**config.mk**
```make
export PLATFORM = sky130hd
export DESIGN_NAME = nts_dispatcher_mbuf
export DESIGN_NICKNAME = d
export VERILOG_FILES = /design/src/rtl/nts_dispatcher_mbuf.sv
export SDC_FILE = /design/constraint.sdc
export NUM_CORES = 1
export LEC_CHECK = 0
export CAP_MARGIN = 20
export CORE_ASPECT_RATIO = 1.75
export CORE_MARGIN = 2
export CORE_UTILIZATION = 25
export CTS_CLUSTER_DIAMETER = 40
export DETAILED_ROUTE_END_ITERATION = 8
export GPL_ROUTABILITY_DRIVEN = 1
export HOLD_SLACK_MARGIN = 0.12
export SLEW_MARGIN = 10
export SYNTH_ARGS = -nofsm -noshare
export SYNTH_HDL_FRONTEND = slang
export SYNTH_SLANG_ARGS = --single-unit
```
**constraint.sdc**
```tcl
create_clock -name i_clk -period 3.68 [get_ports i_clk]
set_input_delay 0.552 -clock i_clk [delete_from_list [all_inputs] [get_ports i_clk]]
set_output_delay 0.552 -clock i_clk [all_outputs]
set_load 0.1 [all_outputs]
```
**src/rtl/nts_dispatcher_mbuf.sv**
```systemverilog
// Captures MAC RX frames into a ring of packet buffers and presents committed frames in order to the parser.
// One-cycle word read latency; frames that find no EMPTY buffer, overflow, or end bad are dropped and counted.
module nts_dispatcher_mbuf #(
  parameter int ADDR_WIDTH   = 3,
  parameter int BUFFERS_LOG2 = 1
) (
  input  logic                    i_clk,
  input  logic                    i_areset_n,
  input  logic [7:0]              i_rx_data_valid,
  input  logic [63:0]             i_rx_data,
  input  logic                    i_rx_bad_frame,
  input  logic                    i_rx_good_frame,
  input  logic                    i_process_frame,
  output logic                    o_dispatch_packet_available,
  input  logic                    i_dispatch_packet_read_discard,
  output logic [ADDR_WIDTH-1:0]   o_dispatch_counter,
  output logic [7:0]              o_dispatch_data_valid,
  output logic                    o_dispatch_fifo_empty,
  input  logic                    i_dispatch_fifo_rd_en,
  output logic [63:0]             o_dispatch_fifo_rd_data,
  output logic [31:0]             o_frames_dropped,
  output logic [BUFFERS_LOG2:0]   o_buffers_used
);

  localparam int NB    = 1 << BUFFERS_LOG2;
  localparam int DEPTH = 1 << ADDR_WIDTH;

  typedef enum logic [1:0] {ST_EMPTY, ST_WRITING, ST_WAIT, ST_FULL} buf_state_t;
  typedef logic [BUFFERS_LOG2-1:0] bidx_t;
  typedef logic [ADDR_WIDTH:0]     ptr_t;

  buf_state_t            buf_state [NB];
  logic [ADDR_WIDTH-1:0] last_idx  [NB];
  logic [7:0]            last_vld  [NB];
  logic [63:0]           mem       [NB*DEPTH];

  bidx_t                 wr_idx, rd_idx;
  ptr_t                  wr_ptr, rd_ptr;
  logic                  in_frame, nobuf_frame, overflow;
  logic                  avail, fifo_empty;
  logic [63:0]           rd_data;
  logic [31:0]           dropped;
  logic [BUFFERS_LOG2:0] used;

  logic                  beat, end_beat, commit, start, pend_drop, claim, nobuf;
  logic                  store, ovf_acc, end_drop, discard, rd_fire, avail_n;
  bidx_t                 wr_idx_n;
  ptr_t                  ptr_base, rd_ptr_n;
  logic [1:0]            drop_inc;
  logic [32:0]           drop_sum;
  logic [BUFFERS_LOG2:0] used_n;

  always_comb begin
    beat      = |i_rx_data_valid;
    end_beat  = beat && (i_rx_bad_frame || i_rx_good_frame);
    commit    = i_process_frame && (buf_state[wr_idx] == ST_WAIT);
    wr_idx_n  = commit ? wr_idx + bidx_t'(1) : wr_idx;
    start     = beat && !in_frame;
    // A new frame landing on an uncommitted WAIT buffer evicts the pending frame
    pend_drop = start && !commit && (buf_state[wr_idx] == ST_WAIT);
    claim     = start && ((buf_state[wr_idx_n] == ST_EMPTY) || pend_drop);
    nobuf     = start ? !claim : nobuf_frame;
    ptr_base  = start ? '0 : wr_ptr;
    store     = beat && !nobuf && !ptr_base[ADDR_WIDTH];
    ovf_acc   = (!start && overflow) || (beat && !nobuf && ptr_base[ADDR_WIDTH]);
    end_drop  = end_beat && (nobuf || i_rx_bad_frame || ovf_acc);
    drop_inc  = {1'b0, pend_drop} + {1'b0, end_drop};
    drop_sum  = {1'b0, dropped} + 33'(drop_inc);

    discard   = i_dispatch_packet_read_discard && avail;
    rd_fire   = i_dispatch_fifo_rd_en && !fifo_empty;
    rd_ptr_n  = discard ? '0 : (rd_fire ? rd_ptr + ptr_t'(1) : rd_ptr);
    avail_n   = !discard && ((buf_state[rd_idx] == ST_FULL) || (commit && (wr_idx == rd_idx)));

    used_n = '0;
    for (int i = 0; i < NB; i++) begin
      if (buf_state[i] == ST_WAIT || buf_state[i] == ST_FULL)
        used_n = used_n + (BUFFERS_LOG2+1)'(1);
    end
  end

  always_ff @(posedge i_clk) begin
    if (store)
      mem[{wr_idx_n, ptr_base[ADDR_WIDTH-1:0]}] <= i_rx_data;
  end

  always_ff @(posedge i_clk or negedge i_areset_n) begin
    if (!i_areset_n) begin
      for (int i = 0; i < NB; i++) begin
        buf_state[i] <= ST_EMPTY;
        last_idx[i]  <= '0;
        last_vld[i]  <= '0;
      end
      wr_idx      <= '0;
      rd_idx      <= '0;
      wr_ptr      <= '0;
      rd_ptr      <= '0;
      in_frame    <= 1'b0;
      nobuf_frame <= 1'b0;
      overflow    <= 1'b0;
      avail       <= 1'b0;
      fifo_empty  <= 1'b1;
      rd_data     <= '0;
      dropped     <= '0;
      used        <= '0;
    end else begin
      wr_idx <= wr_idx_n;
      if (commit)
        buf_state[wr_idx] <= ST_FULL;

      if (beat) begin
        overflow <= ovf_acc;
        if (store) begin
          wr_ptr             <= ptr_base + ptr_t'(1);
          last_idx[wr_idx_n] <= ptr_base[ADDR_WIDTH-1:0];
          last_vld[wr_idx_n] <= i_rx_data_valid;
        end else begin
          wr_ptr <= ptr_base;
        end
        if (end_beat) begin
          in_frame    <= 1'b0;
          nobuf_frame <= 1'b0;
          if (!nobuf)
            buf_state[wr_idx_n] <= end_drop ? ST_EMPTY : ST_WAIT;
        end else begin
          in_frame    <= 1'b1;
          nobuf_frame <= nobuf;
          if (claim)
            buf_state[wr_idx_n] <= ST_WRITING;
        end
      end

      if (discard) begin
        buf_state[rd_idx] <= ST_EMPTY;
        rd_idx            <= rd_idx + bidx_t'(1);
      end
      if (rd_fire)
        rd_data <= mem[{rd_idx, rd_ptr[ADDR_WIDTH-1:0]}];
      rd_ptr     <= rd_ptr_n;
      avail      <= avail_n;
      // Empty once the pointer passes the last word of the presented packet
      fifo_empty <= !avail_n || (rd_ptr_n > {1'b0, last_idx[rd_idx]});

      dropped <= drop_sum[32] ? '1 : drop_sum[31:0];
      used    <= used_n;
    end
  end

  assign o_dispatch_packet_available = avail;
  assign o_dispatch_counter          = avail ? last_idx[rd_idx] : '0;
  assign o_dispatch_data_valid       = avail ? last_vld[rd_idx] : '0;
  assign o_dispatch_fifo_empty       = fifo_empty;
  assign o_dispatch_fifo_rd_data     = rd_data;
  assign o_frames_dropped            = dropped;
  assign o_buffers_used              = used;

endmodule

```
==> parameters.txt, run 1 <==
Parameter                              Value

STA
  Smallest hold slack    0.410 ns
  Post-route minimum period    3.15 ns
  Maximum frequency from static timing analysis    317 MHz
  Setup repair after global routing missed its margin    no
  Final Skew    0.0364 ns
  Fin crit share    85.7%
  Relative max-transition margin    26.2%
  Worst-Margin Slew    1.10 ns
  Final hold viol count    0
  Total setup violations reported at the end of the flow    0
  Max-slew violation total from the final report    0

Clock tree
  Number of buffers on the longest clock path    3
  Maximum level of the CTS H-tree    3
  Register clock-pin slew on the reported worst setup and hold paths    0.06 ns
  TritonCTS Buffers    107
  Cell at the root of the clock tree    clkbuf_16
  Post-CTS setup buffer count    0
  Source-to-sink clock delay at the later pin of the worst-skew pair    0.71 ns
  TritonCTS clock tree    done
  Sinks on the clock net    1163

Logic synthesis
  Unique cell type count in the Yosys netlist    67
  Synthesized area per cell    20.6 sq um
  Post-Syn Instances    2174
  Number of synthesis warnings    0
  Dominant register cell in the synthesized netlist    edfxtp_1
  Post-synth EDFFs    1024
  Leading cell types by count after synthesis    1024 x edfxtp_1, 256 x mux4_2, 140 x mux2i_1, 138 x dfrtp_1, 80 x a21oi_1
  Flops & latches, synth    1163
  Sequential fraction of the synthesis area    76.3%
  Post-synthesis instance area    44800 sq um
  Top cells by area in the synthesized netlist    edfxtp_1 69%, mux4_2 13%, dfrtp_1 7.7%
  Syn Nets    2264
  Cell taking the most area after synthesis    edfxtp_1
  Most instantiated library cell after synthesis    edfxtp_1
  Fraction of registers with async set or reset after synthesis    12.0%
  Share of the synthesized area in the top cell type    68.6%

Routing
  Met2 Wirelength    57900 microns
  Top Layer Used    met5
  First-pass iteration count of the detailed router    4
  WL met3    5590 microns
  Post-route ant nets    0
  Final Routed Wirelength    110000 microns
  Per-cell via count in the routed design    4.41
  Average wire per standard cell    22.1 microns
  Violation count after the first detailed-route iteration    1585
  Met1 wire length    44300 microns
  Number of remaining DRC errors    0
  Count of vias placed by the detailed router    21949

Global routing
  Number of antenna violations at the first check in global routing    18
  Maximum number of pins on one net before global-route repair    64
  Total grt overflow    0
  Via count of the first global-routing pass    23550
  Aggregate global-route resource usage    12.0%
  Wire length of the first global-routing pass    161000 microns

Finish
  Area occupied by multi-input gates    10100 sq um
  Share of layout cells above drive strength 1    24.7%
  Area taken by flip-flops and latches    34200 sq um
  Net total in the final layout    2586
  Fin area    54600 sq um
  Relative area change from synthesis to final layout    21.8%
  Finished Layout Cells    4973
  Fillers    17205

Floorplan
  Height of the die    564 microns
  Effective utilization at floorplan    25.2%
  Placeable core region    178000 sq um
  IO Count    190
  Number of cell rows    205
  Horiz. Die Dim    324 microns
  Die footprint    183000 sq um

Flow run
  Max-cap viol count    0

Worst setup path
  Worst Path Buf+Inv    3
  Category of the worst setup path launch point    input pin
  Delay contributed by the slowest stage of the critical path    0.58 ns
  CP required    4.26 ns
  Top cell family by delay on the critical path    simple AND/OR/NAND/NOR gates
  Cell with the largest stage delay on the worst path    or4_4
  Classification of the worst setup path    in2reg
  Arrival time of data at the critical path endpoint    3.73 ns
  CP Max Fanout    5
  List of cells traversed by the critical path    clkdlybuf4s50_1 -> or4_4 -> nor2_4 -> nor2_1 -> nor2_2 -> o311ai_2 -> fa_1 -> inv_1 -> ha_1 -> and3_1 -> nand2_1 -> buf_4 -> nor4_1 -> a21oi_1
  Sort of element at the end of the critical path    flip-flop
  Number of cells traversed by the worst register-to-register path    11
  Number of gates on the worst path with buffers counted    14

Power and ir drop
  P per Cell Area    722 nW/um^2
  Worst vdd rail ir drop    0.534 mV
  Leakage power    17.3 nW

Min path
  Type of the worst min-delay path    in2async

Place
  Port-buffer cells    189
  Count of placed standard cells including taps    4766
  Final HPWL from detailed placement    69000 microns
  Area after DPL    51100 sq um
  GPL Wtd Cong    0.775

Run status
  Status    finished clean
-- metal layers --
| metal | vias to the layer above | global-route usage, % |
|---|---|---|
| li1 | 9495 | - |
| met1 | 11800 | 14.4 |
| met2 | 481 | 21.6 |
| met3 | 151 | 2.46 |
| met4 | 22 | 3.14 |
| met5 | - | 0 |
-- cells in the final DEF (no fill, tap or decap), drive strengths merged, types with 9 or more instances in the layout --
cell type         n
nor2             79
clkinv           32
nor2b            15
and3             20
and2             13
clkbuf          153
mux4            256
edfxtp         1024
inv              25
o21ai            80
nor3              9
buf             153
nand2            66
clkdlybuf4s50   170
mux2             14
dfrtp           138
mux2i           140
a21oi            81
ha               10
nand3            26
xor2             14
-- sequential cells by signal (all words and copies together), names as in the netlist, 4 cells and up --
name / cells
wr_ptr: 4
last_idx: 6
buf_state: 4
rd_ptr: 4
o_dispatch_fifo_rd_data: 64
o_frames_dropped: 32
mem: 1024
last_vld: 16
-- final cells by class --
| type | count | share of cell area [%] |
|---|---|---|
| inverter | 12 | 0.0825 |
| antenna | 2 | 0.00916 |
| sequential | 1163 | 62.7 |
| tap | 2380 | 5.45 |
| timing repair buffer | 324 | 6.71 |
| clock buffer | 153 | 5.54 |
| multi-input combinational | 888 | 18.6 |
| clock inverter | 51 | 0.948 |
-- report_power, final --
group | switching (mW) | internal [mW]
combinational | 7.23 | 4.46
sequential | 0.895 | 15.8
clock | 5.05 | 6.05
-- worst paths after layout --
| path | start | endpoint | slack (ns) |
|---|---|---|---|
| setup / recovery | i_rx_data_valid[1] | o_frames_dropped[26]$_DFF_PN0_ | 0.53 |
| hold reg to reg | last_vld[14]$_DFFE_PN0P_ | last_vld[14]$_DFFE_PN0P_ | 0.48 |
| min in group i_clk | last_vld[14]$_DFFE_PN0P_ | last_vld[14]$_DFFE_PN0P_ | 0.48 |
| max in group asynchronous | i_areset_n | o_dispatch_fifo_rd_data[47]$_DFFE_PN0P_ | 2.39 |
| setup reg to reg | in_frame$_DFFE_PN0N_ | o_frames_dropped[26]$_DFF_PN0_ | 0.70 |
| hold / removal | i_areset_n | o_dispatch_fifo_rd_data[18]$_DFFE_PN0P_ | 0.41 |
-- stage by stage --
step                      TNS [ns]  setup slack (ns)  utilization (%)  power [mW]
final                            0             0.526             30.6        39.5
after floorplan                  0          0.000624                -        25.0
after CTS                        0             0.500             30.6        40.0
after global routing             0             0.295             30.6        41.1
after global placement       -3.26            -0.156             28.6        28.8
after detailed placement     -3.41            -0.197             28.6        28.9
-- cells by family (layout without fill, tap and decap cells) --
group / count (synthesis) / count (layout) / share of synthesized area, %
buf+inv: 123 / 540 / 1.22
xor+xnor: 22 / 22 / 0.430
fa+ha+maj: 11 / 11 / 0.324
compound gates: 189 / 189 / 2.39
simple gates: 256 / 256 / 2.96
flops: 1163 / 1163 / 76.3
mux: 410 / 410 / 16.3
other cells: 0 / 2 / 0
-- timing repair --
item                      CTS  global route
hold buffers                1             0
resized for setup           0             0
hold endpoints to repair   41             0
Power figures use the tool's default switching activity.
==> run 2: changes to the inputs <==
clock period = 3.6 ns   (was 3.68 ns; I/O delays follow)
==> run 2 against run 1 <==
Against the previous run: flip-flop and latch count did not move; cell area barely moved; routed wire length fell by 0.87%; via count fell by 0.37%; hold slack got worse by 0.059 ns; final cell count barely moved; register-to-register slack got worse by 0.06 ns; utilization barely moved; global-route usage fell by 0.092 points; sequential power rose by 2%; first-iteration DRC count rose by 1.8%.
==> parameters.txt, run 2 (same netlist as run 1, synthesis figures left out) <==
Parameter                              Value

Run status
  Status    finished clean

STA
  Fin crit share    86.6%
  Maximum frequency from static timing analysis    321 MHz
  Setup repair after global routing missed its margin    no
  Total negative slack for setup checks    0 ns (unchanged)
  Post-route minimum period    3.12 ns
  Final Skew    0.0400 ns (+0.00366 ns)
  Final hold viol count    0 (unchanged)
  Total setup violations reported at the end of the flow    0 (unchanged)
  Fin worst setup slack    0.483 ns (-0.0430 ns)
  Worst-Margin Slew    1.10 ns (-0.00776 ns)
  Relative max-transition margin    26.7% (+0.52 points)
  Max-slew violation total from the final report    0 (unchanged)

Routing
  Number of remaining DRC errors    0 (unchanged)
  Post-route ant nets    0 (unchanged)
  Count of vias placed by the detailed router    21868 (-0.37%)
  Final Routed Wirelength    109000 microns (-0.87%)
  Per-cell via count in the routed design    4.39 (-0.43%)
  Violation count after the first detailed-route iteration    1613 (+1.8%)
  Average wire per standard cell    21.9 microns (-0.93%)
  First-pass iteration count of the detailed router    5 (+1)

Power and ir drop
  Overall power consumption    40.6 mW (+2.8%)
  Leakage power    17.3 nW (+0.28%)
  Worst vdd rail ir drop    0.643 mV (+20%)
  P per Cell Area    742 nW/um^2 (+2.8%)

Clock tree
  Maximum level of the CTS H-tree    3 (unchanged)
  TritonCTS clock tree    done
  Sinks on the clock net    1163 (unchanged)
  Cell at the root of the clock tree    clkbuf_16
  Register clock-pin slew on the reported worst setup and hold paths    0.06 ns (about the same)
  Number of buffers on the longest clock path    3 (unchanged)
  Number of gates given a new drive strength after cts    0 (unchanged)
  Source-to-sink clock delay at the later pin of the worst-skew pair    0.71 ns (about the same)
  TritonCTS Buffers    110 (+2.8%)

Worst setup path
  Sort of element at the end of the critical path    flip-flop
  Endpoint of the worst-slack reg-to-reg timing path    o_frames_dropped[29]$_DFF_PN0_
  Number of cells traversed by the worst register-to-register path    9 (-2)
  Origin of the critical flop-to-flop path    buf_state[3]$_DFF_PN0_
  Capture point of the critical path    o_frames_dropped[29]$_DFF_PN0_
  Cell with the largest stage delay on the worst path    or4_4
  CP Max Fanout    12 (+7)
  Category of the worst setup path launch point    input pin
  List of cells traversed by the critical path    clkdlybuf4s50_1 -> or4_4 -> nor2_4 -> nor2_1 -> nor2_2 -> o311ai_2 -> fa_1 -> nor2b_1 -> and3_1 -> nand4_1 -> a41oi_1 -> mux2i_1
  Setup slack on the worst flop-to-flop path    0.64 ns (-0.06 ns)
  Delay contributed by the slowest stage of the critical path    0.58 ns (about the same)
  CP required    4.17 ns (-0.09 ns)
  Arrival time of data at the critical path endpoint    3.68 ns (-0.05 ns)
  Classification of the worst setup path    in2reg
  Startpoint of the most critical setup path    i_rx_data_valid[1]

Finish
  Fillers    17164 (-0.24%)
  Max reg flops    1024 (unchanged)
  Fin area    54600 sq um (about the same)
  Most common library cell in the layout ignoring fill and taps    edfxtp_1
  Most frequent cells in the layout    1024 x edfxtp_1, 256 x mux4_2, 165 x clkdlybuf4s50_1
  Share of layout cells above drive strength 1    25.0% (+0.32 points)
  Relative area change from synthesis to final layout    21.9% (about the same)
  Net total in the final layout    2587 (+0.039%)
  Finished Layout Cells    4976 (+0.060%)

Floorplan
  Effective utilization at floorplan    25.2% (unchanged)
  Die footprint    183000 sq um (unchanged)
  Placeable core region    178000 sq um (unchanged)
  IO Count    190 (unchanged)
  Horiz. Die Dim    324 microns (unchanged)
  Number of cell rows    205 (unchanged)
  Height of the die    564 microns (unchanged)

Min path
  Type of the worst min-delay path    in2async

Global routing
  Maximum number of pins on one net before global-route repair    56 (-13%)
  Via count of the first global-routing pass    23217 (-1.4%)
  Total grt overflow    0 (unchanged)
  Wire length of the first global-routing pass    159000 microns (-1.2%)
  Number of antenna violations at the first check in global routing    20 (+2)
  Aggregate global-route resource usage    11.9% (-0.092 points)

Flow run
  Max-cap viol count    0 (unchanged)

Place
  Count of placed standard cells including taps    4764 (-0.042%)
  Final HPWL from detailed placement    69300 microns (+0.50%)
  Post-placement worst setup slack    -0.270 ns (-0.0735 ns)
  Port-buffer cells    189 (unchanged)
  Area after DPL    51000 sq um (-0.20%)
  GPL Wtd Cong    0.772 (-0.34%)
-- run 2: through the flow --
| stage | hold slack, ns | util, % |
|---|---|---|
| floorplan | 0.244 | - |
| global placement | 0.456 | 28.6 |
| detailed placement | 0.462 | 28.6 |
| CTS | 0.361 | 30.7 |
| global route | 0.396 | 30.7 |
| finish | 0.350 | 30.7 |
-- run 2: worst min-delay path by stage --
stage,end,slack (ns),cells past startpoint
3_5_place_dp,last_vld[13]$_DFFE_PN0P_,0.46,2
3_3_place_gp,last_vld[9]$_DFFE_PN0P_,0.46,2
4_1_cts,o_dispatch_fifo_rd_data[19]$_DFFE_PN0P_,0.36,2
6_report,o_dispatch_fifo_rd_data[19]$_DFFE_PN0P_,0.35,2
5_1_grt,o_dispatch_fifo_rd_data[19]$_DFFE_PN0P_,0.40,2
2_1_floorplan,buf_state[0]$_DFF_PN0_,0.24,0
-- run 2: cell type report --
type	count	area (sq um)	share of cell area [%]
Sequential cell	1163	34200	62.7
Multi-Input combinational cell	888	10100	18.6
Timing Repair Buffer	322	3560	6.52
Tap cell	2380	2980	5.45
Clock buffer	135	2940	5.38
Clock inverter	74	737	1.35
Inverter	12	45.0	0.0824
Antenna cell	2	5.00	0.00916
-- run 2: what timing repair did --
item,in CTS,in global routing
hold buffers,1,0
endpoints found under the hold margin,52,0
setup buffers,0,0
-- run 2: layer usage --
metal | vias to the layer above | GRT usage (%) | part of all wire (%)
li1 | 9497 | - | -
met1 | 11673 | 14.4 | 40
met3 | 160 | 2.17 | 5.1
met4 | 24 | 3.17 | 2.0
met2 | 514 | 21.4 | 53
met5 | - | 0 | 0.14
-- run 2: worst max-delay path, delay by kind of cell --
family	cells	cell delay, ns
AOI/OAI and AO/OA	2	0.35
adders and majority gates	1	0.44
buffers and inverters	1	0.42
muxes	1	0.10
and+or+nand+nor	7	1.84
-- run 2: report_power, final --
group	internal, mW	switching, mW
logic	4.46	7.32
registers	16.1	0.961
clock network	6.53	5.17
